$ cat src/rtl/fetch_ifid_stage_if.sv
// Bundle of the fetch stage's instruction-memory handshake, IF/ID outputs
// and hazard/branch controls.
// master: the fetch stage. slave: its environment (imem, decode, hazard unit, EX).
interface fetch_ifid_stage_if;
  logic        stall_sel;
  logic        flush_sel;
  logic [31:0] br_target;
  logic        imem_req;
  logic [31:0] imem_addr;
  logic        imem_gnt;
  logic        imem_rvalid;
  logic [31:0] imem_rdata;
  logic [31:0] if_pc;
  logic [31:0] if_inst;
  logic        if_valid;

  modport master (
    input  stall_sel, flush_sel, br_target, imem_gnt, imem_rvalid, imem_rdata,
    output imem_req, imem_addr, if_pc, if_inst, if_valid
  );

  modport slave (
    output stall_sel, flush_sel, br_target, imem_gnt, imem_rvalid, imem_rdata,
    input  imem_req, imem_addr, if_pc, if_inst, if_valid
  );
endinterface

$ cat src/rtl/fetch_ifid_stage.sv
// Fetch stage plus IF/ID pipeline register of the RV32I core.
// Owns the PC and keeps at most one instruction-memory request outstanding.
// Each returned word goes to IF/ID, or to a one-entry skid buffer while decode stalls.
// A flush redirects the PC, and any response still in flight is then discarded.
// Optional feature: define FETCH_PERF_CNT_EN to add the stall/flush cycle counters.
module fetch_ifid_stage #(
  parameter logic [31:0] RESET_PC = 32'h0000_0000,
  parameter logic [31:0] NOP_INST = 32'h0000_0013
) (
  input  logic                  clk,
  input  logic                  rst_n,
  fetch_ifid_stage_if.master    bus
`ifdef FETCH_PERF_CNT_EN
  ,
  output logic [31:0]           perf_stall_cnt,
  output logic [31:0]           perf_flush_cnt
`endif
);

  typedef enum logic [2:0] {
    S_BOOT,
    S_REQ,
    S_WAIT,
    S_HOLD,
    S_DROP
  } state_t;

  state_t      state_q, state_d;
  logic [31:0] pc_q, pc_d;
  logic [31:0] skid_q, skid_d;
  logic [31:0] if_pc_q, if_pc_d;
  logic [31:0] if_inst_q, if_inst_d;
  logic        if_valid_q, if_valid_d;

  logic        deliver;
  logic [31:0] deliver_inst;
  logic        outstanding;

  assign bus.imem_req  = (state_q == S_REQ);
  assign bus.imem_addr = pc_q;
  assign bus.if_pc     = if_pc_q;
  assign bus.if_inst   = if_inst_q;
  assign bus.if_valid  = if_valid_q;

  // Next-state, PC, skid and IF/ID update; a flush overrides everything else.
  always_comb begin
    // NOTE: every output of this block gets a default first, so no path can infer a latch.
    state_d      = state_q;
    pc_d         = pc_q;
    skid_d       = skid_q;
    if_pc_d      = if_pc_q;
    if_inst_d    = if_inst_q;
    if_valid_d   = if_valid_q;
    deliver      = 1'b0;
    deliver_inst = skid_q;

    unique case (state_q)
      S_BOOT: state_d = S_REQ;
      S_REQ: begin
        if (bus.imem_gnt) state_d = S_WAIT;
      end
      S_WAIT: begin
        if (bus.imem_rvalid) begin
          if (!bus.stall_sel) begin
            deliver      = 1'b1;
            deliver_inst = bus.imem_rdata;
            state_d      = S_REQ;
          end else begin
            skid_d  = bus.imem_rdata;
            state_d = S_HOLD;
          end
        end
      end
      S_HOLD: begin
        if (!bus.stall_sel) begin
          deliver      = 1'b1;
          deliver_inst = skid_q;
          state_d      = S_REQ;
        end
      end
      S_DROP: begin
        if (bus.imem_rvalid) state_d = S_REQ;
      end
      default: state_d = S_BOOT;
    endcase

    if (deliver) begin
      if_pc_d    = pc_q;
      if_inst_d  = deliver_inst;
      if_valid_d = 1'b1;
      pc_d       = pc_q + 32'd4;
    end else if (!bus.stall_sel) begin
      if_inst_d  = NOP_INST;
      if_valid_d = 1'b0;
    end

    // A response is still owed after this cycle if one was granted now, or one is
    // pending and has not arrived yet. A response landing in the flush cycle is
    // already consumed, so waiting for it in DROP would deadlock.
    outstanding = (state_q == S_REQ  && bus.imem_gnt) ||
                  (state_q == S_WAIT && !bus.imem_rvalid) ||
                  (state_q == S_DROP && !bus.imem_rvalid);

    if (bus.flush_sel) begin
      if_pc_d    = if_pc_q;
      if_inst_d  = NOP_INST;
      if_valid_d = 1'b0;
      pc_d       = {bus.br_target[31:2], 2'b00};
      skid_d     = 32'h0;
      state_d    = outstanding ? S_DROP : S_REQ;
    end
  end

  // State, PC, skid buffer and IF/ID registers.
  always_ff @(posedge clk or negedge rst_n) begin
    if (!rst_n) begin
      state_q    <= S_BOOT;
      pc_q       <= RESET_PC;
      skid_q     <= 32'h0;
      if_pc_q    <= 32'h0;
      if_inst_q  <= NOP_INST;
      if_valid_q <= 1'b0;
    end else begin
      // NOTE: sequential state uses non-blocking assignments so every register samples pre-edge values.
      state_q    <= state_d;
      pc_q       <= pc_d;
      skid_q     <= skid_d;
      if_pc_q    <= if_pc_d;
      if_inst_q  <= if_inst_d;
      if_valid_q <= if_valid_d;
    end
  end

`ifdef FETCH_PERF_CNT_EN
  // Cycle counters for stall and flush activity; both wrap naturally at 2^32.
  always_ff @(posedge clk or negedge rst_n) begin
    if (!rst_n) begin
      perf_stall_cnt <= 32'h0;
      perf_flush_cnt <= 32'h0;
    end else begin
      if (bus.stall_sel && !bus.flush_sel) perf_stall_cnt <= perf_stall_cnt + 32'd1;
      if (bus.flush_sel)                   perf_flush_cnt <= perf_flush_cnt + 32'd1;
    end
  end
`endif

endmodule

$ cat src/flat_wrapper.sv
// flat-port wrapper written by rule: the top's interface ports become plain ports
module fetch_ifid_stage_flat 
#(
  parameter logic [31:0] RESET_PC = 32'h0000_0000,
  parameter logic [31:0] NOP_INST = 32'h0000_0013
)
  (clk, rst_n, bus_stall_sel, bus_flush_sel, bus_br_target, bus_imem_gnt, bus_imem_rvalid, bus_imem_rdata, bus_imem_req, bus_imem_addr, bus_if_pc, bus_if_inst, bus_if_valid);
  fetch_ifid_stage_if bus_i ();
  input  logic clk;
  input  logic rst_n;
  input wire logic [$bits(bus_i.stall_sel)-1:0] bus_stall_sel;
  input wire logic [$bits(bus_i.flush_sel)-1:0] bus_flush_sel;
  input wire logic [$bits(bus_i.br_target)-1:0] bus_br_target;
  input wire logic [$bits(bus_i.imem_gnt)-1:0] bus_imem_gnt;
  input wire logic [$bits(bus_i.imem_rvalid)-1:0] bus_imem_rvalid;
  input wire logic [$bits(bus_i.imem_rdata)-1:0] bus_imem_rdata;
  output wire logic [$bits(bus_i.imem_req)-1:0] bus_imem_req;
  output wire logic [$bits(bus_i.imem_addr)-1:0] bus_imem_addr;
  output wire logic [$bits(bus_i.if_pc)-1:0] bus_if_pc;
  output wire logic [$bits(bus_i.if_inst)-1:0] bus_if_inst;
  output wire logic [$bits(bus_i.if_valid)-1:0] bus_if_valid;
  assign bus_i.stall_sel = bus_stall_sel;
  assign bus_i.flush_sel = bus_flush_sel;
  assign bus_i.br_target = bus_br_target;
  assign bus_i.imem_gnt = bus_imem_gnt;
  assign bus_i.imem_rvalid = bus_imem_rvalid;
  assign bus_i.imem_rdata = bus_imem_rdata;
  assign bus_imem_req = bus_i.imem_req;
  assign bus_imem_addr = bus_i.imem_addr;
  assign bus_if_pc = bus_i.if_pc;
  assign bus_if_inst = bus_i.if_inst;
  assign bus_if_valid = bus_i.if_valid;
  fetch_ifid_stage #(.RESET_PC(RESET_PC), .NOP_INST(NOP_INST)) u_core (.clk(clk), .rst_n(rst_n), .bus(bus_i));
endmodule
$ cat config.mk
export PLATFORM = sky130hd
export DESIGN_NAME = fetch_ifid_stage_flat
export DESIGN_NICKNAME = d
export VERILOG_FILES = /design/src/rtl/fetch_ifid_stage_if.sv /design/src/rtl/fetch_ifid_stage.sv /design/src/flat_wrapper.sv
export SDC_FILE = /design/constraint.sdc
export NUM_CORES = 1
export LEC_CHECK = 0
export BUFFER_PORTS_ARGS = -buffer_cell sky130_fd_sc_hd__clkbuf_2
export CORE_ASPECT_RATIO = 0.75
export CORE_UTILIZATION = 56
export DETAILED_ROUTE_END_ITERATION = 10
export PLACE_DENSITY_LB_ADDON = 0.3
export SLEW_MARGIN = 20
export SYNTH_ARGS = -nofsm -noshare
export SYNTH_HDL_FRONTEND = slang
export SYNTH_SLANG_ARGS = --single-unit
export TNS_END_PERCENT = 30
$ cat constraint.sdc
create_clock -name clk -period 4.25 [get_ports clk]
set_input_delay 0.425 -clock clk [delete_from_list [all_inputs] [get_ports clk]]
set_output_delay 0.425 -clock clk [all_outputs]
set_load 0.05 [all_outputs]
==> impl_metrics.prom <==
# TYPE chip_impl_metric gauge
chip_impl_info{name="outcome",value="complete, no violations"} 1
chip_impl_metric{name="drt-initial-drc-count",unit=""} 386
chip_impl_metric{name="grt_first_pass_wirelength",unit="µm"} 23900
chip_impl_metric{name="final_antenna_net_count",unit=""} 0
chip_impl_info{name="yosys-top-cells-count",value="dfrtp_1, nand2_1, a21oi_1"} 1
chip_impl_metric{name="core",unit="µm²"} 10300
chip_impl_metric{name="avgSynthCellArea",unit="µm²"} 10.1
chip_impl_metric{name="pwr_density",unit="nW/µm²"} 561
chip_impl_metric{name="postSynth.asyncResetShare",unit="%"} 100
chip_impl_metric{name="dieArea",unit="µm²"} 11000
chip_impl_metric{name="grt_max_degree",unit=""} 70
chip_impl_metric{name="worstMarginPinSlew",unit="ps"} 983
chip_impl_metric{name="htree_num_levels",unit=""} 4
chip_impl_info{name="worstSetupStartpointType",value="flip-flop"} 1
chip_impl_metric{name="min_period_over_period",unit="%"} 62.2
chip_impl_metric{name="clk_pin_slew_worst_paths",unit="ps"} 60
chip_impl_metric{name="static-leakage-power",unit="nW"} 3.27
chip_impl_metric{name="number_of_buffers_created_by_cts",unit=""} 17
chip_impl_metric{name="route.detailed.wl_per_inst",unit="µm"} 16.6
chip_impl_info{name="setup.worst_path.class",value="reg -> reg"} 1
chip_impl_metric{name="clock_period_minus_final_worst_setup_slack",unit="ps"} 2640
chip_impl_info{name="yosys.area.top_type",value="dfrtp_1"} 1
chip_impl_metric{name="cts.path.max_buffers",unit=""} 2
chip_impl_info{name="tritoncts",value="done"} 1
chip_impl_metric{name="routed-via-count",unit=""} 5092
chip_impl_metric{name="num_rows",unit=""} 32
chip_impl_metric{name="power.share.switching",unit="%"} 38.2
chip_impl_metric{name="pwr-share-seq",unit="%"} 37.5
chip_impl_metric{name="postCtsSetupBuffers",unit=""} 0
chip_impl_metric{name="timing.final.hold_violations",unit=""} 0
chip_impl_metric{name="synthesized_flop_and_latch_total",unit=""} 128
chip_impl_metric{name="worst_slack",unit="ps"} 1610
chip_impl_metric{name="antenna_found_initial",unit=""} 0
chip_impl_metric{name="drv_slew",unit=""} 0
chip_impl_metric{name="worstPathArrival",unit="ps"} 2870
chip_impl_metric{name="final_layout_size_suffix_gt1_share",unit="%"} 32.3
chip_impl_metric{name="port_buffers",unit=""} 161
chip_impl_metric{name="share_clk_of_total_power",unit="%"} 33.0
chip_impl_metric{name="track_usage",unit="%"} 27.9
chip_impl_metric{name="clk-insertion-delay-late",unit="ps"} 410
chip_impl_metric{name="synth_cells",unit=""} 591
chip_impl_metric{name="power_report.internal_total",unit="W"} 0.00256
chip_impl_metric{name="design.final.nets",unit=""} 805
chip_impl_info{name="cp-end-kind",value="flip-flop"} 1
chip_impl_metric{name="synthesis.area",unit="µm²"} 5950
chip_impl_metric{name="ir_drop",unit="V"} 0.000495
chip_impl_metric{name="grt_pass1_vias",unit=""} 4862
chip_impl_metric{name="path_max_fanout",unit=""} 30
chip_impl_metric{name="comb_power_share",unit="%"} 29.5
chip_impl_metric{name="synth_top_cell_area_share",unit="%"} 52.6
chip_impl_metric{name="number_of_enable_type_register_cells_in_the_synthesized_netlist",unit=""} 0
chip_impl_metric{name="detail_placement_hpwl",unit="µm"} 9820
chip_impl_metric{name="cts_sinks",unit=""} 128
chip_impl_metric{name="report.final.setup_viol",unit=""} 0
chip_impl_metric{name="cap_violations",unit=""} 0
chip_impl_metric{name="die_width",unit="µm"} 121
chip_impl_info{name="rsz_0062_raised_after_global_routing",value="false"} 1
chip_impl_metric{name="drt_first_pass_iters",unit=""} 5
chip_impl_metric{name="place_congestion",unit=""} 0.781
chip_impl_metric{name="die_y",unit="µm"} 91.3
chip_impl_metric{name="antenna-diode-count",unit=""} 0
chip_impl_metric{name="post-place-ws",unit="ps"} 1550
chip_impl_metric{name="post_cts_repair_resize_count",unit=""} 0
chip_impl_info{name="critical_path.reg2reg.startpoint",value="u_core.state_q[0]$_DFFE_PN0P_"} 1
chip_impl_metric{name="synth-warning-count",unit=""} 0
chip_impl_metric{name="syn2layout_area_growth",unit="%"} 24.1
chip_impl_info{name="worstHoldPathType",value="in -> async"} 1
chip_impl_info{name="cts-root-buf",value="clkbuf_16"} 1
chip_impl_metric{name="detail_route.drc_violations",unit=""} 0
chip_impl_metric{name="max_clock_freq",unit="MHz"} 378
chip_impl_metric{name="floorplan.initialDensity",unit="%"} 57.8
chip_impl_metric{name="power.switching",unit="W"} 0.00159
chip_impl_metric{name="grt.overflow.total",unit=""} 0
chip_impl_info{name="primary_ff_master_synth",value="dfrtp_1"} 1
chip_impl_metric{name="routed_via_density",unit=""} 5.77
chip_impl_info{name="synth.area.top_cells",value="dfrtp_1, nand2_1, mux2_2, mux2i_1, a21oi_1"} 1
chip_impl_metric{name="synth_cell_type_count",unit=""} 46
chip_impl_metric{name="post_cts_hold_buffer_count",unit=""} 0
chip_impl_metric{name="reg2reg_setup_slack",unit="ps"} 1610
chip_impl_metric{name="seq_area_frac_synth",unit="%"} 53.9
chip_impl_metric{name="slew_headroom",unit="%"} 34.3
chip_impl_info{name="synth.most_common_cell",value="dfrtp_1"} 1
chip_impl_metric{name="ios",unit=""} 168
chip_impl_info{name="timing.critical_path.from",value="u_core.state_q[0]$_DFFE_PN0P_"} 1
chip_impl_metric{name="critPathRequiredTime",unit="ps"} 4480
chip_impl_metric{name="finalClockSkew",unit="ps"} 9.69
chip_impl_metric{name="fin_setup_tns",unit="ps"} 0
chip_impl_metric{name="detail_route.wirelength",unit="µm"} 14600
[final timing paths]
path | to | cells after the start
hold reg to reg | u_core.bus.if_inst[8]$_DFFE_PN0P_ | 2
min in group clk | u_core.bus.imem_addr[11]$_DFFE_PN0P_ | 3
setup / recovery | u_core.bus.if_inst[31]$_DFFE_PN0P_ | 4
setup reg to reg | u_core.bus.if_inst[31]$_DFFE_PN0P_ | 4
hold / removal | u_core.bus.imem_addr[19]$_DFFE_PN0P_ | 1
max in group asynchronous | u_core.bus.if_inst[1]$_DFFE_PN1P_ | 2
[registers in the layout, indices dropped and copies added (netlist names)]
signal / cells
u_core.bus.if_pc: 30
u_core.skid_q: 32
u_core.state_q: 3
u_core.bus.imem_addr: 30
u_core.bus.if_valid: 1
u_core.bus.if_inst: 32
[layer usage]
metal | vias to the layer above | wire (µm) | track usage [%]
met2 | 198 | 7100 | 43.9
met5 | - | 0 | 0
met3 | 20 | 890 | 5.72
met1 | 2480 | 6430 | 38.5
li1 | 2394 | - | -
met4 | 0 | 206 | 9.57
[cells in the final DEF, fill, tap and decap left out, types with 3 or more instances in the layout]
cell type     n
a21oi_1      37
a31oi_1      20
and4_1        5
buf_4         8
clkbuf_16    17
clkbuf_2    160
clkinv_2      5
clkinvlp_4    3
conb_1        4
dfrtp_1     125
dfstp_2       3
inv_1         6
mux2_2       30
mux2i_1      33
nand2_1     113
nand3_1      10
nand4_1      10
nor2_1       26
nor2b_1       5
nor3_1        3
nor4_1        4
o21ai_0      36
o21ai_1       4
o31ai_1      19
or3_1         3
or4_1        19
xnor2_1       6
[layout make-up]
type / count / area (µm²)
sequential: 128 / 3210
fill: 749 / 2910
multi-input combinational: 411 / 2530
timing repair buffer: 169 / 881
clock buffer: 19 / 453
tap: 136 / 170
clock inverter: 13 / 113
inverter: 7 / 26.3
[power groups by stage]
stage	clock network, W	logic [W]	registers (W)
final	0.00137	0.00122	0.00156
after global routing	0.00144	0.00128	0.00158
after floorplan	0	0.000348	0.00212
after detailed placement	0	0.00122	0.00157
after CTS	0.00139	0.00123	0.00155
after global placement	0	0.00120	0.00155
[metrics by stage]
step	total power, W	instances	utilization, %	hold WS (ps)	instance area [µm²]
global placement	0.00276	851	66.2	459	6810
detailed placement	0.00280	851	66.3	472	6820
finish	0.00415	883	71.8	85.4	7380
floorplan	0.00247	594	-	129	5960
CTS	0.00417	883	71.8	123	7380
global route	0.00431	883	71.8	142	7380
[kinds of logic after synthesis]
family / count (synthesis) / synth area share [%]
other: 1 / 0.0630
AO/OA/AOI/OAI: 124 / 12.1
buffers and inverters: 55 / 4.06
multiplexers: 63 / 11.2
XOR/XNOR: 6 / 0.883
flip-flops: 128 / 53.9
adder cells (fa/ha/maj): 1 / 0.210
AND/OR/NAND/NOR: 213 / 17.6
[worst max-delay path, stage by stage, from the launching register on]
cell and delay (ps):
dfrtp_1 480, o21bai_1 700, nor2_1 220, nand2_1 790, o21ai_0 270
(Power assumes the default switching activity.)
